--- src/rtl/ip_codma_states_pkg.sv ---
// ip_codma_states_pkg
//   Shared types and constants for the CODMA write machine.
//   - write_state_t : write FSM state encoding (WR_IDLE is all-zero so a
//                     cleared state register reads as idle)
//   - SZ_*          : legal transfer size codes
//   - size_to_words : size code -> number of 32-bit words, 0 if illegal
package ip_codma_states_pkg;

  typedef enum logic [2:0] {
    WR_IDLE    = 3'd0,
    WR_ASK     = 3'd1,
    WR_GRANTED = 3'd2,
    WR_DONE    = 3'd3,
    WR_ERR     = 3'd4
  } write_state_t;

  localparam logic [3:0] SZ_2W = 4'd3;
  localparam logic [3:0] SZ_6W = 4'd8;
  localparam logic [3:0] SZ_8W = 4'd9;

  // A zero return doubles as the "illegal code" indication.
  function automatic logic [3:0] size_to_words(input logic [3:0] code);
    logic [3:0] words;
    case (code)
      SZ_2W:   words = 4'd2;
      SZ_6W:   words = 4'd6;
      SZ_8W:   words = 4'd8;
      default: words = 4'd0;
    endcase
    return words;
  endfunction

endpackage

--- src/rtl/ip_codma_wr_beat_mux.sv ---
// ip_codma_wr_beat_mux
//   Combinational beat selector: picks the two consecutive 32-bit words
//   starting at the word counter and packs them into one 64-bit beat,
//   higher-indexed word in the upper half.
// Ports:
//   cnt_i  - word index of the low word of the beat (always even in use)
//   buf_i  - latched word buffer, word 0 in [0]
//   data_o - {buf_i[cnt_i+1], buf_i[cnt_i]}
module ip_codma_wr_beat_mux #(
  parameter  int NUM_WORDS = 8,
  localparam int IDX_W     = $clog2(NUM_WORDS)
) (
  input  logic [IDX_W-1:0]          cnt_i,
  input  logic [NUM_WORDS-1:0][31:0] buf_i,
  output logic [63:0]               data_o
);

  logic [IDX_W-1:0] hi_idx;

  // cnt_i is even for every legal burst, so the +1 never wraps.
  assign hi_idx = cnt_i + IDX_W'(1);
  assign data_o = {buf_i[hi_idx], buf_i[cnt_i]};

endmodule

--- src/rtl/ip_codma_write_machine.sv ---
// ip_codma_write_machine
//   Write-side engine of the CODMA. Snapshots the read machine's word
//   buffer, size code and destination address, requests the bus and
//   streams the words out as 64-bit beats, then reports done or error.
// Ports:
//   clk_i, reset_n_i       - clock, synchronous active-low reset
//   need_write_i           - start request (only looked at in WR_IDLE)
//   stop_i                 - abort, back to idle without touching the error flag
//   dma_error_i            - controller error, aborts and flags
//   data_reg_i             - word buffer, word 0 in [0]
//   wr_size_i, wr_addr_i   - size code and burst start address
//   bus_grant_i            - arbiter grant
//   bus_write_ready_i      - slave accepts the current beat
//   bus_error_i            - bus error, aborts and flags
//   bus_req_o, bus_write_o - bus request / write qualifier
//   bus_addr_o, bus_size_o - latched address and size code
//   bus_write_valid_o      - beat valid
//   bus_write_data_o       - current beat data
//   write_done_o           - one-cycle pulse at successful burst end
//   wr_state_error_o       - sticky error, cleared by the next accepted request
//   wr_state_r             - current FSM state
//
// state      | meaning
// WR_IDLE    | waiting for need_write_i, snapshot taken on acceptance
// WR_ASK     | bus requested, waiting for grant
// WR_GRANTED | streaming beats, cnt advances by 2 per accepted beat
// WR_DONE    | single-cycle done pulse, bus released
// WR_ERR     | illegal size code, flag set, return to idle
module ip_codma_write_machine
  import ip_codma_states_pkg::*;
#(
  parameter int ADDR_W    = 32,
  parameter int NUM_WORDS = 8
) (
  input  logic                      clk_i,
  input  logic                      reset_n_i,
  input  logic                      need_write_i,
  input  logic                      stop_i,
  input  logic                      dma_error_i,
  input  logic [NUM_WORDS-1:0][31:0] data_reg_i,
  input  logic [3:0]                wr_size_i,
  input  logic [ADDR_W-1:0]         wr_addr_i,
  input  logic                      bus_grant_i,
  input  logic                      bus_write_ready_i,
  input  logic                      bus_error_i,
  output logic                      bus_req_o,
  output logic                      bus_write_o,
  output logic [ADDR_W-1:0]         bus_addr_o,
  output logic [3:0]                bus_size_o,
  output logic                      bus_write_valid_o,
  output logic [63:0]               bus_write_data_o,
  output logic                      write_done_o,
  output logic                      wr_state_error_o,
  output write_state_t              wr_state_r
);

  localparam int IDX_W = $clog2(NUM_WORDS);

  write_state_t              state_q;
  logic [NUM_WORDS-1:0][31:0] buf_q;
  logic [3:0]                size_q;
  logic [ADDR_W-1:0]         addr_q;
  logic [3:0]                cnt_q;
  logic [3:0]                cnt_d;
  logic [3:0]                target_words;
  logic                      req_q;
  logic                      valid_q;
  logic                      done_q;
  logic                      err_q;
  logic                      abort_err;

  assign target_words = size_to_words(size_q);
  assign cnt_d        = cnt_q + 4'd2;
  assign abort_err    = (bus_error_i | dma_error_i) & (state_q != WR_IDLE);

  always_ff @(posedge clk_i) begin
    if (!reset_n_i) begin
      state_q <= WR_IDLE;
      buf_q   <= '0;
      size_q  <= '0;
      addr_q  <= '0;
      cnt_q   <= '0;
      req_q   <= 1'b0;
      valid_q <= 1'b0;
      done_q  <= 1'b0;
      err_q   <= 1'b0;
    end else if (stop_i) begin
      state_q <= WR_IDLE;
      req_q   <= 1'b0;
      valid_q <= 1'b0;
      done_q  <= 1'b0;
    end else if (abort_err) begin
      state_q <= WR_IDLE;
      req_q   <= 1'b0;
      valid_q <= 1'b0;
      done_q  <= 1'b0;
      err_q   <= 1'b1;
    end else begin
      done_q <= 1'b0;
      case (state_q)
        WR_IDLE: begin
          if (need_write_i) begin
            buf_q  <= data_reg_i;
            size_q <= wr_size_i;
            addr_q <= wr_addr_i;
            cnt_q  <= '0;
            if (size_to_words(wr_size_i) != 4'd0) begin
              state_q <= WR_ASK;
              req_q   <= 1'b1;
              err_q   <= 1'b0;
            end else begin
              // Flag goes up on entry so it is already visible in WR_ERR.
              state_q <= WR_ERR;
              err_q   <= 1'b1;
            end
          end
        end
        WR_ASK: begin
          if (bus_grant_i) begin
            state_q <= WR_GRANTED;
            valid_q <= 1'b1;
          end
        end
        WR_GRANTED: begin
          if (bus_write_ready_i) begin
            cnt_q <= cnt_d;
            if (cnt_d == target_words) begin
              state_q <= WR_DONE;
              req_q   <= 1'b0;
              valid_q <= 1'b0;
              done_q  <= 1'b1;
            end
          end
        end
        WR_DONE: begin
          state_q <= WR_IDLE;
        end
        WR_ERR: begin
          state_q <= WR_IDLE;
          err_q   <= 1'b1;
        end
        default: begin
          state_q <= WR_IDLE;
          req_q   <= 1'b0;
          valid_q <= 1'b0;
        end
      endcase
    end
  end

  ip_codma_wr_beat_mux #(
    .NUM_WORDS (NUM_WORDS)
  ) u_beat_mux (
    .cnt_i  (cnt_q[IDX_W-1:0]),
    .buf_i  (buf_q),
    .data_o (bus_write_data_o)
  );

  assign bus_req_o         = req_q;
  assign bus_write_o       = req_q;
  assign bus_addr_o        = addr_q;
  assign bus_size_o        = size_q;
  assign bus_write_valid_o = valid_q;
  assign write_done_o      = done_q;
  assign wr_state_error_o  = err_q;
  assign wr_state_r        = state_q;

endmodule

--- config.mk ---
export PLATFORM = sky130hd
export DESIGN_NAME = ip_codma_write_machine
export DESIGN_NICKNAME = d
export VERILOG_FILES = /design/src/rtl/ip_codma_states_pkg.sv /design/src/rtl/ip_codma_wr_beat_mux.sv /design/src/rtl/ip_codma_write_machine.sv
export SDC_FILE = /design/constraint.sdc
export NUM_CORES = 1
export LEC_CHECK = 0
export ABC_CLOCK_PERIOD_IN_PS = 2060
export BUFFER_PORTS_ARGS = -buffer_cell sky130_fd_sc_hd__buf_4
export CORE_MARGIN = 2
export CORE_UTILIZATION = 25
export CTS_BUF_LIST = sky130_fd_sc_hd__clkbuf_2
export DETAILED_ROUTE_END_ITERATION = 7
export PLACE_DENSITY_LB_ADDON = 0.08
export SLEW_MARGIN = 30
export SYNTH_ARGS = -nofsm -noshare
export SYNTH_HDL_FRONTEND = slang
export SYNTH_SLANG_ARGS = --single-unit
--- constraint.sdc ---
create_clock -name clk_i -period 2.06 [get_ports clk_i]
set_input_delay 0.412 -clock clk_i [delete_from_list [all_inputs] [get_ports clk_i]]
set_output_delay 0.412 -clock clk_i [all_outputs]
set_load 0.03 [all_outputs]
== Word level (Yosys, flattened, before mapping) ==
Cells that the tools add are included.

* Add/sub/neg operators: 2
* Reductions and logical operators: 15
* Magnitude comparators: 2
* Muxes and demuxes: 32
* Equal/unequal tests: 17
* Bitwise gates (word level): 9

{| class="wikitable"
|+ Operators with widths
! operator !! number
|-
| binary-select mux 32 bit (select 3 bit) || 2
|-
| 2-to-1 mux 32 bit || 2
|-
| 2-to-1 mux 4 bit || 7
|-
| one-hot mux 4 bit (3 select lines) || 2
|-
| equality test 4 bit, second input constant || 4
|-
| 2-to-1 mux 3 bit || 5
|-
| AND reduction 4 bit || 3
|-
| inequality test 2 bit, second input constant || 5
|-
| AND reduction 5 bit || 2
|-
| 2-to-1 mux 1 bit || 9
|-
| one-hot mux 3 bit (3 select lines) || 1
|-
| OR reduction 3 bit || 3
|-
| equality test 4 x 2 -> 1 bit, second input constant || 2
|-
| < comparator 3 x 4 -> 1 bit, second input constant || 2
|-
| one-hot mux 4 bit (2 select lines) || 1
|-
| inverter 1 bit || 7
|-
| equality test 3 x 2 -> 1 bit, second input constant || 2
|-
| one-hot mux 1 bit (3 select lines) || 2
|-
| nonzero test 3 bit || 2
|-
| OR reduction 5 bit || 1
|-
| adder 4 x 2 -> 4 bit, second input constant || 1
|-
| equality test 4 bit || 1
|-
| nonzero test 4 bit || 1
|-
| adder 3 x 1 -> 3 bit, second input constant || 1
|-
| 9 further kinds || 9
|}

* Output and inout port bits: 108
* Logic and storage cells: 93
* Input port bits: 300
* Flip-flop bits (word level): 303

== Depth between registers and ports, before layout ==
* Depth in word-level cells: 12
* Depth in mapped cells: 8
* Mapped depth without buffers: 5

== Modules after synthesis ==
A second synthesis with hierarchy kept.

* Cell total of the unflattened synthesis: 1800
* Area total of the unflattened synthesis: 15393.5 µm²

{| class="wikitable"
|+ Modules (own cells, without submodules)
! module !! instances !! cells each !! seq. area each (µm²) !! area an instance (µm²)
|-
| ip_codma_write_machine || 1 || 1349 || 6045.8 || 11041.8
|-
| ip_codma_wr_beat_mux || 1 || 451 || 0.0 || 4351.7
|}

== Least setup slack after synthesis ==
Ideal clock, no wire load.

* Path kind: reg2out
* Start point: register cnt_q[2]
* End point: output bus_write_data_o[0]
* Slack: -0.062 ns
* Stages on the path, launching flop included: 4
* Arrival: 1.710 ns
* Data required time: 1.648 ns
* Path buffers: 2
* Cells stage by stage: dfxtp_1 -> clkbuf_1 -> buf_2 -> mux4_2

* Longest elaborated chain between the ends: 2

{| class="wikitable"
|+ RTL lines
! what !! line !! source
|-
| start, declared || ip_codma_write_machine.sv:63 || <nowiki>logic [3:0] cnt_q;</nowiki>
|-
| start signal, assigned || ip_codma_write_machine.sv:126 || <nowiki>cnt_q <= cnt_d;</nowiki>
|-
| binary-select mux 32 bit (select 3 bit) || ip_codma_wr_beat_mux.sv:22 || <nowiki>assign data_o = {buf_i[hi_idx], buf_i[cnt_i]};</nowiki>
|-
| 2-to-1 mux 32 bit (not written as such) || ip_codma_wr_beat_mux.sv:22 ||
|-
| end, declared || ip_codma_write_machine.sv:51 || <nowiki>output logic [63:0] bus_write_data_o,</nowiki>
|}

No other way between the ends. The select of a mux whose other input is x is not followed.

== Final worst setup path ==
* Start point: register cnt_q[2]
* End point: output bus_write_data_o[14]

The elaborated chain is that of the path after synthesis.

==> reports/results.txt <==
status -> finished, violations left
failing checks -> setup timing
largest net degree at the start of global routing -> 64
CTS tree -> yes
Synth top area share -> 49.2%
async set or reset register ratio after synthesis -> 0%
register area share after synthesis -> 49.2%
Die Area -> 0.0510 mm2
syn nets -> 1721
crit path DAT -> 2.47 ns
row cnt -> 81
Clock Sink Count -> 302
Tcrit/Tclk final -> 140%
number of fillers in the final layout -> 4945
Distinct cells, synth -> 43
most instantiated cells after synthesis -> nand2_1, dfxtp_1, a21oi_1, mux4_2, clkbuf_1
Final Hold Fails -> 0
Max clock buf depth -> 3
Seq. cell area -> 0.00611 mm2
Core Area -> 0.0487 mm2
Post-Syn Area per Cell -> 8.66 um2
count leader, synth -> nand2_1
Finished Core Util -> 42.5%
final setup fails -> 64
clock latency on the worst-skew pair -> 1.03 ns
DP Worst Slack -> 0.103 ns
Tightest Pin Transition -> 0.585 ns
Reg clk slew, reported paths -> 0.11 ns
type of origin of the critical path -> flop
EDFF count, synth -> 0
height of the die -> 226 um
Die X -> 226 um
GRT Util Overall -> 17.6%
first-pass GRT wire length -> 70.6 mm
clock root buffer -> clkbuf_2
antenna violations before repair -> 11
Pleak -> 8.35 nW
Final nets -> 2465
multi-input combinational cell area -> 0.00553 mm2
DP Wirelength -> 29.4 mm
Area Growth Syn to Fin -> 68.4%
Residual DRC -> 0
worst path required time -> 1.65 ns
post-route minimum period -> 2.89 ns
Max VDD drop -> 0.000295 V
cts bufs inserted -> 89
final worst slack -> -0.827 ns
Syn Std Cell Area -> 0.0123 mm2
RSZ-0062 raised after global routing -> yes
# IOs -> 408
Ys Warns -> 0
Yosys reg bits -> 302
total of max-cap violations -> 0
hold crit path type -> input pin to flop
Hold Path Depth -> 4
number of DRC markers in iteration 0 -> 474
R2R depth -> 6
H-tree depth -> 3
router iterations before antenna repair -> 5
cell taking the most area after synthesis -> dfxtp_1
Pwr per Cell Area -> 635 mW/mm2
initial core utilization -> 25.2%
vias -> 12664
Fin Clk Skew -> 0.0543 ns
synth top area cells -> dfxtp_1, nand2_1, a21oi_1
prevailing post-synth register cell -> dfxtp_1
worst-path fanout max -> 7
Routed Wire Length -> 45.8 mm
Overflow after GRT -> 0
routed vias/inst -> 4.35
routed wire length per instance -> 15.7 um
# port buffers -> 407
fmax -> 346 MHz
layout cells sized above 1 -> 32.0%
gpl congestion -> 0.741
number of global-route vias before repair -> 13114
post-synthesis cell count -> 1420
Final Max Slew Viols -> 0
Slew HR -> 60.6%
Critical Path End Type -> primary output
DRT antenna net count -> 0
WS Path Type -> flop to primary output
==> critical path, cell delays in order, from the launching register on <==
cell and delay [ns]:
dfxtp_4 0.42, buf_12 0.15, buf_16 0.15, mux4_2 0.55, buf_6 0.16
==> cells by family after synthesis <==
logic type	synth area share, %
muxes	11.8
DFF	49.2
and+or+nand+nor	19.5
adders and majority gates	0.102
AOI/OAI and AO/OA	13.2
buffers and inverters	5.90
xor gates and xnor gates	0.214
==> stage by stage <==
step	area [um2]	std cells	total power [mW]	hold slack (ns)	TNS, ns
3_5_place_dp	16000	2412	8.19	0.444	0
5_1_grt	20700	2908	14.0	-0.00509	-69.04
3_3_place_gp	16000	2412	8.17	0.439	0
6_report	20700	2909	13.1	0.168	-49.55
4_1_cts	20600	2892	13.5	0.00468	-63.97
2_1_floorplan	12300	1420	7.32	0.433	0
==> per-layer routing <==
metal / share of wire, % / global-route usage, % / up-vias
li1: - / - / 6330
met1: 46 / 22.4 / 5928
met2: 47 / 28.4 / 318
met3: 5.5 / 5.26 / 82
met4: 2.0 / 5.81 / 6
met5: 0.083 / 0 / -
==> sequential cells by signal (all words and copies together), names as in the netlist <==
name               count
bus_addr_o            32
wr_state_r             3
write_done_o           1
cnt_q                  3
bus_write_valid_o      1
bus_size_o             4
wr_state_error_o       1
buf_q                256
bus_req_o              1
==> path summary, 6_finish.rpt <==
check / from / end / slack (ns)
hold reg to reg: buf_q[66]$_SDFFE_PN0P_ / buf_q[66]$_SDFFE_PN0P_ / 0.45
setup / recovery: cnt_q[2]$_SDFFE_PN0P_ / bus_write_data_o[14] / -0.83
setup reg to reg: wr_state_r[0]$_SDFFE_PP0P_ / bus_addr_o[18]$_SDFFE_PN0P_ / 0.09
hold / removal: data_reg_i[144] / buf_q[144]$_SDFFE_PN0P_ / 0.17
==> area by class of cell <==
class / instances / share of cell area [%]
clock buffer: 129 / 3.12
antenna: 11 / 0.133
multi-input combinational: 1001 / 26.7
sequential: 302 / 29.5
tap: 664 / 4.01
clock inverter: 32 / 0.713
timing repair buffer: 768 / 35.7
inverter: 2 / 0.0725
==> power by group <==
group	total, mW	switching [mW]	internal, mW
combinational	2.36	1.06	1.29
clock	4.53	2.73	1.80
sequential	6.26	0.142	6.12
==> timing repair <==
item                                    CTS  global route
setup buffers                            17             5
hold buffers                            300             0
hold endpoints to repair                302             0
resized for setup                       162             8
cloned                                    4             2
endpoints found under the setup margin  108           103
==> cell usage in the layout (no fill, tap or decap), drive strengths merged, types with 11 or more instances in the layout <==
cell type and count:
nand2 586, buf 466, dfxtp 302, dlygate4sd3 300, a21oi 296, clkbuf 131, mux4 64, clkinv 30
diode 11
No activity file was read; power rests on OpenSTA's default activity.
